### src/rtl/cmd_feeder_pkg.sv
// Shared definitions for the command feeder.
//   CMD_W            : width of a Control command {sel_a, sel_b, opcode}
//   IDLE_CMD_DEFAULT : command presented while a transaction runs as a bubble
//   slot_state_t     : transaction-slot states (idle / locked on a real entry / bubble)
//   entry_width()    : width of one packed FIFO entry {cmd, a, b} for a given operand width
package cmd_feeder_pkg;

    localparam int CMD_W = 6;
    localparam logic [CMD_W-1:0] IDLE_CMD_DEFAULT = 6'b000000;

    // SLOT_REAL and SLOT_BUBBLE both mean "slot_busy"; the split records
    // whether the locked transaction owns the FIFO head (lock_used).
    typedef enum logic [1:0] {
        SLOT_IDLE   = 2'd0,
        SLOT_REAL   = 2'd1,
        SLOT_BUBBLE = 2'd2
    } slot_state_t;

    // Entries are packed as {cmd[CMD_W-1:0], a[data_w-1:0], b[data_w-1:0]}.
    function automatic int entry_width(input int data_w);
        return CMD_W + 2 * data_w;
    endfunction

endpackage

### src/rtl/cmd_fifo.sv
// Circular FIFO holding packed command entries.
//   clk, rst   : clock, synchronous active-high reset (empties the FIFO)
//   push       : write push_data at the tail (ignored when full)
//   push_data  : entry to write
//   pop        : advance the head (ignored when empty)
//   head_data  : entry at the head, combinational from storage
//   count      : number of stored entries, 0..DEPTH
//   empty      : count == 0
module cmd_fifo #(
    parameter int DEPTH = 4,
    parameter int WIDTH = 22
) (
    input  logic                       clk,
    input  logic                       rst,
    input  logic                       push,
    input  logic [WIDTH-1:0]           push_data,
    input  logic                       pop,
    output logic [WIDTH-1:0]           head_data,
    output logic [$clog2(DEPTH):0]     count,
    output logic                       empty
);

    localparam int PTR_W = $clog2(DEPTH);
    localparam logic [PTR_W:0] DEPTH_C = (PTR_W+1)'(DEPTH);

    logic [WIDTH-1:0] mem [DEPTH];
    logic [PTR_W-1:0] wr_ptr;
    logic [PTR_W-1:0] rd_ptr;
    logic [PTR_W:0]   count_q;
    logic             full;
    logic             do_push;
    logic             do_pop;

    assign full    = (count_q == DEPTH_C);
    assign empty   = (count_q == '0);
    assign do_push = push && !full;
    assign do_pop  = pop && !empty;

    // Storage carries no reset; validity is tracked by the pointers and count.
    always_ff @(posedge clk) begin
        if (do_push) begin
            mem[wr_ptr] <= push_data;
        end
    end

    always_ff @(posedge clk) begin
        if (rst) begin
            wr_ptr  <= '0;
            rd_ptr  <= '0;
            count_q <= '0;
        end else begin
            if (do_push) begin
                wr_ptr <= wr_ptr + PTR_W'(1);
            end
            if (do_pop) begin
                rd_ptr <= rd_ptr + PTR_W'(1);
            end
            case ({do_push, do_pop})
                2'b10:   count_q <= count_q + (PTR_W+1)'(1);
                2'b01:   count_q <= count_q - (PTR_W+1)'(1);
                default: count_q <= count_q;
            endcase
        end
    end

    assign head_data = mem[rd_ptr];
    assign count     = count_q;

endmodule

### src/rtl/cmd_feeder.sv
// Command/operand buffer feeding the Control sequencer and ALU datapath.
//   clk, rst        : clock, synchronous active-high reset
//   s_valid/s_ready : upstream entry handshake
//   s_cmd/s_data_a/s_data_b : upstream entry fields
//   datain_reg_en   : Control transaction start strobe (locks the slot)
//   aluout_reg_en   : Control transaction end strobe (releases the slot)
//   cmd_out, data_a_out, data_b_out : entry presented to Control/datapath
//   slot_busy       : a transaction is in progress
//   exec_count      : transactions executed on a real entry (saturating)
//   bubble_count    : transactions executed as bubbles (saturating)
//   slot_state_dbg  : current slot state, for observation only
//
// Handshake: an upstream entry transfers on every rising edge where
// s_valid && s_ready. s_ready depends only on the registered FIFO count, so a
// pop on the same edge never frees room for a push while full.
module cmd_feeder
    import cmd_feeder_pkg::*;
#(
    parameter int               DEPTH    = 4,
    parameter int               DATA_W   = 8,
    parameter logic [CMD_W-1:0] IDLE_CMD = IDLE_CMD_DEFAULT
) (
    input  logic               clk,
    input  logic               rst,
    input  logic               s_valid,
    output logic               s_ready,
    input  logic [CMD_W-1:0]   s_cmd,
    input  logic [DATA_W-1:0]  s_data_a,
    input  logic [DATA_W-1:0]  s_data_b,
    input  logic               datain_reg_en,
    input  logic               aluout_reg_en,
    output logic [CMD_W-1:0]   cmd_out,
    output logic [DATA_W-1:0]  data_a_out,
    output logic [DATA_W-1:0]  data_b_out,
    output logic               slot_busy,
    output logic [15:0]        exec_count,
    output logic [15:0]        bubble_count,
    output logic [1:0]         slot_state_dbg
);

    localparam int ENTRY_W = entry_width(DATA_W);
    localparam int CNT_W   = $clog2(DEPTH) + 1;
    localparam logic [CNT_W-1:0] DEPTH_C = CNT_W'(DEPTH);

    slot_state_t        state_q;
    slot_state_t        state_d;
    logic               fifo_push;
    logic               fifo_pop;
    logic               fifo_empty;
    logic [CNT_W-1:0]   fifo_count;
    logic [ENTRY_W-1:0] head_data;
    logic               bubble_done;
    logic               show_head;

    assign s_ready   = (fifo_count < DEPTH_C);
    assign fifo_push = s_valid && s_ready;

    cmd_fifo #(
        .DEPTH (DEPTH),
        .WIDTH (ENTRY_W)
    ) u_fifo (
        .clk       (clk),
        .rst       (rst),
        .push      (fifo_push),
        .push_data ({s_cmd, s_data_a, s_data_b}),
        .pop       (fifo_pop),
        .head_data (head_data),
        .count     (fifo_count),
        .empty     (fifo_empty)
    );

    always_ff @(posedge clk) begin
        if (rst) begin
            state_q <= SLOT_IDLE;
        end else begin
            state_q <= state_d;
        end
    end

    // Lock decision uses head presence in the datain_reg_en cycle; a push that
    // lands later cannot turn a bubble into a real transaction.
    always_comb begin
        state_d     = state_q;
        fifo_pop    = 1'b0;
        bubble_done = 1'b0;
        case (state_q)
            SLOT_IDLE: begin
                if (datain_reg_en) begin
                    state_d = fifo_empty ? SLOT_BUBBLE : SLOT_REAL;
                end
            end
            SLOT_REAL: begin
                if (aluout_reg_en) begin
                    state_d  = SLOT_IDLE;
                    fifo_pop = 1'b1;
                end
            end
            SLOT_BUBBLE: begin
                if (aluout_reg_en) begin
                    state_d     = SLOT_IDLE;
                    bubble_done = 1'b1;
                end
            end
            default: state_d = SLOT_IDLE;
        endcase
    end

    always_ff @(posedge clk) begin
        if (rst) begin
            exec_count   <= '0;
            bubble_count <= '0;
        end else begin
            if (fifo_pop && (exec_count != 16'hFFFF)) begin
                exec_count <= exec_count + 16'd1;
            end
            if (bubble_done && (bubble_count != 16'hFFFF)) begin
                bubble_count <= bubble_count + 16'd1;
            end
        end
    end

    // While locked on a real entry the head cannot move, so showing the head
    // keeps the outputs stable for the whole transaction.
    assign show_head = (state_q == SLOT_REAL) || ((state_q == SLOT_IDLE) && !fifo_empty);

    assign cmd_out        = show_head ? head_data[ENTRY_W-1 -: CMD_W] : IDLE_CMD;
    assign data_a_out     = show_head ? head_data[2*DATA_W-1 -: DATA_W] : '0;
    assign data_b_out     = show_head ? head_data[DATA_W-1:0] : '0;
    assign slot_busy      = (state_q != SLOT_IDLE);
    assign slot_state_dbg = state_q;

endmodule

### config.mk
export PLATFORM = sky130hd
export DESIGN_NAME = cmd_feeder
export DESIGN_NICKNAME = d
export VERILOG_FILES = /design/src/rtl/cmd_feeder_pkg.sv /design/src/rtl/cmd_fifo.sv /design/src/rtl/cmd_feeder.sv
export SDC_FILE = /design/constraint.sdc
export NUM_CORES = 1
export LEC_CHECK = 0
export ABC_AREA = 1
export CAP_MARGIN = 10
export CORE_ASPECT_RATIO = 1.25
export CORE_MARGIN = 2
export CORE_UTILIZATION = 45
export DETAILED_ROUTE_END_ITERATION = 16
export PLACE_DENSITY = 0.68
export SYNTH_ARGS = -nofsm -noshare
export SYNTH_HDL_FRONTEND = slang
export SYNTH_SLANG_ARGS = --single-unit
### constraint.sdc
create_clock -name clk -period 2.55 [get_ports clk]
set_clock_uncertainty 0.05 [all_clocks]
set_input_delay 0.51 -clock clk [delete_from_list [all_inputs] [get_ports clk]]
set_output_delay 0.51 -clock clk [all_outputs]
set_load 0.05 [all_outputs]
==> implementation parameters, run 1 <==
Parameter                              Value

STA
  Final setup violating endpoints    0
  Least-Margin Pin Slew    515 ps
  Unrepaired setup endpoints after global routing    false
  Maximum achievable frequency    407 MHz
  Portion of the clock cycle consumed by the worst path in the final layout    0.963
  Max transition margin    0.655
  Shortest clock period the worst path allows after layout    2450 ps
  Count of final hold-check violations    0
  Final number of max-transition violations    0
  Setup_tns    0 ps
  Worst Setup Slack, final    95.3 ps

Synth
  Synth top area share    0.449
  Proportion of synthesized flip-flops having asynchronous set or reset    0
  Warnings from Yosys    0
  Number of enable flip-flop cells after synthesis    88
  Area share of fa/ha/maj cells after synthesis    0.0247
  Post-synthesis cell count    607
  Most area-hungry cell type in the Yosys netlist    sky130_fd_sc_hd__edfxtp_1
  Mapped Avg Cell Area    9.69 um2
  Biggest area contributors in the synthesized netlist    sky130_fd_sc_hd__edfxtp_1 (45%), sky130_fd_sc_hd__dfxtp_1 (15%), sky130_fd_sc_hd__nand2_1 (6.6%)
  Simple logic cell fraction of the synthesized area    0.195
  Fraction of synthesized cell area in xor and xnor cells    0.00149
  Synthesized flop and latch total    131
  Yosys cell types    30
  Complex-gate fraction of the synthesized area    0.0834
  Leading register cell type out of synthesis    sky130_fd_sc_hd__edfxtp_1
  Dominant combinational cell family by area after synthesis    simple AND/OR/NAND/NOR gates
  Proportion of synthesized area in mux cells    0.0374
  Top cell types by occurrence after synthesis    sky130_fd_sc_hd__nand2_1 (103), sky130_fd_sc_hd__nor2_1 (102), sky130_fd_sc_hd__edfxtp_1 (88)
  Post-synthesis net count    645
  Netlist area before placement    0.00588 mm2
  Dominant cell by count in the synthesized netlist    sky130_fd_sc_hd__nand2_1
  Seq/Total Area, Yosys    0.595

Clock network
  Cell chosen for the clock root    sky130_fd_sc_hd__clkbuf_16
  Number of buffers inserted by post-CTS setup repair    0
  Clock buffer count from CTS    17
  Clock edge transition at the registers on the reported setup and hold paths    60 ps
  H-tree levels    4
  Buffer levels on the longest clock path    2
  TritonCTS clock tree    built
  Clk Latency, worst-skew pair    400 ps
  Number of sinks handled by clock tree synthesis    131

Cells and area
  Syn-to-layout area delta    34.5%
  Number of diodes    0
  Share of post-route cells with drive strength above 1    0.156
  Layout Utilization    0.622
  Net count of the finished layout    743

Detailed routing
  DR vias    4500
  Pre-antenna DRT Iters    4
  Number of remaining DRC errors    0
  Post-DR wirelength/cell    14.1 um
  1st-iter DRT viols    155
  Routed Wire Length    12500 um
  Remaining antenna violation count after routing    0
  Post-DR vias/cell    5.08

Power and ir drop
  Worst vdd rail ir drop    0.699 mV
  Power Dens Cells    994 mW/mm2
  Leakage component of the power    2.91 nW

Die
  Core Rows    46
  Number of placed I/O pins    85
  Total die area    0.0140 mm2
  Floorplan die height    132 um
  Initial core utilization    0.463
  Area of the core region    0.0127 mm2
  Width of the die    106 um

Global route
  Largest net degree at the start of global routing    45
  Peak-usage layer in the global routing report    met2
  Total gr overflow    0
  Global-route track usage on met1    0.219
  Via count of the first global-routing pass    4616
  Global-route wire length before repair    21000 um
  Met2 track demand over resource in global routing    0.324
  Global routing met3 resource utilization    0.0524
  GRT Resource Usage Total    0.187
  Number of antenna violations at the first check in global routing    0

Worst hold path
  Path category of the worst min-delay check    reg -> reg

Setup path
  Biggest fanout along the worst timing path    4
  Kind of end point of the critical path    output port
  WS Path Type    reg -> out
  Arrival time at the worst endpoint    1890 ps
  Data required time at the worst endpoint    1990 ps
  Startpoint Class    register

Run status
  Status    completed

Placement
  Placer Congestion    0.849
  Buffers on Ports    84
  Worst slack at placement    79.4 ps
  Sum of net half-perimeters after detailed placement    8020 um

Run
  # Max-Cap Violations    0
-- sequential cells by signal (all words and copies together), names as in the netlist, named ones only --
name            cells
u_fifo.mem         88
slot_state_dbg      2
u_fifo.count        3
u_fifo.rd_ptr       2
bubble_count       16
exec_count         16
u_fifo.wr_ptr       2
-- stage by stage --
stage	cell area, um2	instances	power (mW)	hold slack (ps)
2_1_floorplan	5890	607	3.92	404
5_1_grt	7920	886	8.19	467
3_5_place_dp	7230	852	5.18	428
6_report	7920	886	7.87	441
4_1_cts	7880	885	7.83	442
3_3_place_gp	7230	852	5.13	417
-- path summary, 6_finish.rpt --
kind | slack (ps) | cells past startpoint | start | endpoint
min reg2reg | 440 | 1 | u_fifo.rd_ptr[0] | u_fifo.rd_ptr[0]
min | 440 | 1 | u_fifo.rd_ptr[0] | u_fifo.rd_ptr[0]
max reg2reg | 520 | 11 | slot_state_dbg[1] | u_fifo.count[2]
max | 100 | 4 | slot_state_dbg[0] | slot_busy
-- critical path, cell delays in order (launching register included) --
cell	delay, ps
sky130_fd_sc_hd__dfxtp_2	360
sky130_fd_sc_hd__inv_2	50
sky130_fd_sc_hd__ha_2	180
sky130_fd_sc_hd__inv_1	90
sky130_fd_sc_hd__clkdlybuf4s50_1	810
-- power by group --
group	internal [mW]	total (mW)	switching, mW
clock network	1.56	2.47	0.911
logic	1.27	2.92	1.65
registers	2.41	2.48	0.0698
total	5.24	7.87	2.63
-- area by class of cell --
type	instances	area, um2
Timing Repair Buffer	101	1300
Tap cell	168	210
Clock buffer	19	433
Inverter	64	244
Clock inverter	13	174
Multi-Input combinational cell	390	2050
Fill cell	1044	4800
Sequential cell	131	3510
-- what timing repair did --
| item | CTS | global route |
|---|---|---|
| pin swaps | 1 | 0 |
| gates cloned | 1 | 1 |
| hold endpoints to repair | 0 | 0 |
| hold buffers | 0 | 0 |
| endpoints found under the setup margin | 19 | 11 |
| resized for setup | 16 | 7 |
-- metal layers --
| metal | up-vias | wire (um) |
|---|---|---|
| met5 | - | 0 |
| met4 | 0 | 195 |
| met3 | 16 | 613 |
| met2 | 118 | 6380 |
| met1 | 2117 | 5330 |
| li1 | 2249 | - |
-- layout by cell type, fill, tap and decap left out, types with 2 or more instances in the layout --
cell	instances
sky130_fd_sc_hd__o21ai_1	3
sky130_fd_sc_hd__clkbuf_16	18
sky130_fd_sc_hd__inv_1	46
sky130_fd_sc_hd__nand3b_1	2
sky130_fd_sc_hd__edfxtp_1	88
sky130_fd_sc_hd__dfxtp_2	3
sky130_fd_sc_hd__nand4_4	2
sky130_fd_sc_hd__bufinv_16	3
sky130_fd_sc_hd__clkdlybuf4s50_1	62
sky130_fd_sc_hd__nand2_1	102
sky130_fd_sc_hd__buf_12	28
sky130_fd_sc_hd__ha_1	9
sky130_fd_sc_hd__inv_2	17
sky130_fd_sc_hd__nor2_4	4
sky130_fd_sc_hd__mux2i_1	22
sky130_fd_sc_hd__nor3_1	3
sky130_fd_sc_hd__clkinvlp_4	4
sky130_fd_sc_hd__buf_4	9
sky130_fd_sc_hd__nor2_1	98
sky130_fd_sc_hd__nor2_2	8
sky130_fd_sc_hd__clkbuf_1	2
sky130_fd_sc_hd__a21oi_1	35
sky130_fd_sc_hd__dfxtp_1	40
sky130_fd_sc_hd__o22ai_1	23
sky130_fd_sc_hd__inv_6	6
sky130_fd_sc_hd__o21ai_0	28
sky130_fd_sc_hd__nand3_1	38
sky130_fd_sc_hd__nand2_2	3
-- logic make-up (layout without fill, tap and decap cells) --
family,after synthesis,in the layout
and+or+nand+nor,265,265
DFF,131,131
AOI/OAI and AO/OA,91,91
buffers and inverters,86,197
muxes,22,22
adders and majority gates,11,11
xor gates and xnor gates,1,1
Note: power is estimated with default switching activity, not from simulation.
==> inputs of run 2 (changes only) <==
Settings changed: REMOVE_ABC_BUFFERS set to 1.
==> run 2 against run 1 <==
Effect of this change: worst setup slack better by 17 ps; maximum frequency is 0.70% higher; final cell count is 0.11% higher; critical path type unchanged.
==> implementation parameters, run 2 (synthesized netlist as in run 1, its figures left out) <==
Parameter                              Value

Run status
  Status    completed

Global route
  Global-route wire length before repair    21100 um (+0.46%)
  Global routing met3 resource utilization    0.0504 (-0.00198)
  GRT Resource Usage Total    0.187 (about the same)
  Via count of the first global-routing pass    4540 (-1.6%)
  Total gr overflow    0 (unchanged)
  Global-route track usage on met1    0.228 (+0.00938)
  Largest net degree at the start of global routing    45 (unchanged)
  Peak-usage layer in the global routing report    met2
  Met2 track demand over resource in global routing    0.320 (-0.00392)
  Number of antenna violations at the first check in global routing    0 (unchanged)

Cells and area
  Net count of the finished layout    744 (+0.13%)
  FF/Latch Area    0.00351 mm2 (unchanged)
  Syn-to-layout area delta    33.8%
  Area taken by multi-input logic gates    0.00204 mm2 (-0.12%)
  Max reg flops    88 (unchanged)
  Commonest non-fill, non-tap cell in the layout    sky130_fd_sc_hd__nand2_1
  Share of post-route cells with drive strength above 1    0.152 (-0.00439)
  Number of filler instances in the final layout    1006 (-3.6%)
  Largest registers in the final layout    u_fifo.mem x88, bubble_count x16, exec_count x16
  Design area    0.00787 mm2 (-0.54%)
  Number of diodes    0 (unchanged)
  Non-filler instance count after layout    887 (+0.11%)
  Most frequent cells in the layout    sky130_fd_sc_hd__nand2_1 (102), sky130_fd_sc_hd__nor2_1 (98), sky130_fd_sc_hd__edfxtp_1 (88)
  Reg with most FFs    u_fifo.mem

Clock network
  Clock buffer count from CTS    17 (unchanged)
  TritonCTS clock tree    built
  Clock edge transition at the registers on the reported setup and hold paths    50 ps (about the same)
  H-tree levels    4 (unchanged)
  Clk Latency, worst-skew pair    410 ps (about the same)
  Buffer levels on the longest clock path    2 (unchanged)
  Number of sinks handled by clock tree synthesis    131 (unchanged)
  Cell chosen for the clock root    sky130_fd_sc_hd__clkbuf_16

Setup path
  Data required time at the worst endpoint    1990 ps (about the same)
  Kind of end point of the critical path    output port
  Startpoint Class    register
  Arrival time at the worst endpoint    1880 ps (about the same)
  WS Path Type    reg -> out
  Biggest fanout along the worst timing path    11 (+7)

STA
  Final number of max-transition violations    0 (unchanged)
  Least-Margin Pin Slew    519 ps (+3.96 ps)
  Final setup violating endpoints    0 (unchanged)
  Setup_tns    0 ps (unchanged)
  Unrepaired setup endpoints after global routing    false
  Portion of the clock cycle consumed by the worst path in the final layout    0.956 (-0.00666)
  Count of final hold-check violations    0 (unchanged)
  Shortest clock period the worst path allows after layout    2440 ps (-17.0 ps)
  Max transition margin    0.653 (-0.00265)
  Maximum achievable frequency    410 MHz (+0.70%)

Detailed routing
  Pre-antenna DRT Iters    4 (unchanged)
  Routed Wire Length    12600 um (+0.98%)
  DR vias    4518 (+0.40%)
  Number of remaining DRC errors    0 (unchanged)
  1st-iter DRT viols    259 (+67%)
  Remaining antenna violation count after routing    0 (unchanged)
  Post-DR wirelength/cell    14.3 um (+0.87%)
  Post-DR vias/cell    5.09 (+0.29%)

Placement
  Placer Congestion    0.842 (-0.78%)
  Buffers on Ports    84 (unchanged)
  Instance count after placement with tap cells included    854 (+0.23%)
  Sum of net half-perimeters after detailed placement    8160 um (+1.7%)
  DP Area    0.00723 mm2 (about the same)

Die
  Core Rows    46 (unchanged)
  Area of the core region    0.0127 mm2 (unchanged)
  Width of the die    106 um (unchanged)
  Number of placed I/O pins    85 (unchanged)
  Initial core utilization    0.463 (unchanged)
  Floorplan die height    132 um (unchanged)
  Total die area    0.0140 mm2 (unchanged)

Power and ir drop
  Worst vdd rail ir drop    0.898 mV (+28%)
  Power Dens Cells    978 mW/mm2 (-1.6%)
  Leakage component of the power    2.92 nW (+0.31%)
  Tot Pwr    7.70 mW (-2.2%)

Run
  # Max-Cap Violations    0 (unchanged)

Worst hold path
  Path category of the worst min-delay check    reg -> reg
[run 2: cell types whose count changed in the layout (fill, tap and decap cells not counted), moves of 2 or more]
cell                       before  now
sky130_fd_sc_hd__inv_1         46   49
sky130_fd_sc_hd__buf_4          9   12
sky130_fd_sc_hd__inv_2         17   15
sky130_fd_sc_hd__clkinv_2       0    4
sky130_fd_sc_hd__inv_6          6    2
[run 2: worst max-delay path: stages, from the launching register on]
cell and delay (ps):
sky130_fd_sc_hd__dfxtp_2 330, sky130_fd_sc_hd__inv_1 70, sky130_fd_sc_hd__ha_1 160, sky130_fd_sc_hd__inv_1 70
sky130_fd_sc_hd__or2_4 280, sky130_fd_sc_hd__nand2_8 100, sky130_fd_sc_hd__buf_12 150, sky130_fd_sc_hd__nand2_1 60
sky130_fd_sc_hd__inv_1 110, sky130_fd_sc_hd__buf_12 140
[run 2: per-stage QoR]
stage                     setup WS (ps)  hold slack [ps]  utilization
after floorplan                    -398              404            -
after global placement             66.2              422        0.568
after detailed placement           24.4              433        0.568
after CTS                         0.478              443        0.618
after global routing               5.09              472        0.619
final                               112              437        0.619
[run 2: what timing repair did]
action	4_1_cts	5_1_grt
setup buffers	0	0
cloned	1	0
setup endpoints to repair	23	12
resized for setup	13	10
hold buffers	0	0
pin swaps	1	0
[run 2: path summary, 6_finish.rpt]
kind,from,endpoint,slack [ps],cells after the start
max,slot_state_dbg[1],cmd_out[1],110,9
min,u_fifo.rd_ptr[0],u_fifo.rd_ptr[0],440,1
max reg2reg,slot_state_dbg[1],u_fifo.count[2],440,12
min reg2reg,u_fifo.rd_ptr[0],u_fifo.rd_ptr[0],440,1
[run 2: cell type report]
class / count / area share
repair buffers: 102 / 0.163
well taps: 168 / 0.0267
inverters: 64 / 0.0305
multi-input cells: 390 / 0.260
clock buffers: 18 / 0.0545
clock inverters: 14 / 0.0205
flip-flops and latches: 131 / 0.445
[run 2: per-layer routing]
layer | vias to the layer above | wire length, um
li1 | 2245 | -
met1 | 2132 | 5380
met2 | 129 | 6390
met3 | 12 | 745
met4 | 0 | 133
met5 | - | 0
[run 2: power breakdown]
| group | internal [mW] | total (mW) | switching (mW) |
|---|---|---|---|
| registers | 2.41 | 2.48 | 0.0684 |
| logic | 1.20 | 2.82 | 1.62 |
| clock network | 1.53 | 2.40 | 0.869 |
| total | 5.14 | 7.70 | 2.56 |
==> inputs of run 3 (changes only) <==
Settings changed: ABC_CLOCK_PERIOD_IN_PS set to 2550.
==> results of run 3 <==
The final DEF is identical to that of run 2; final timing and power are the same.
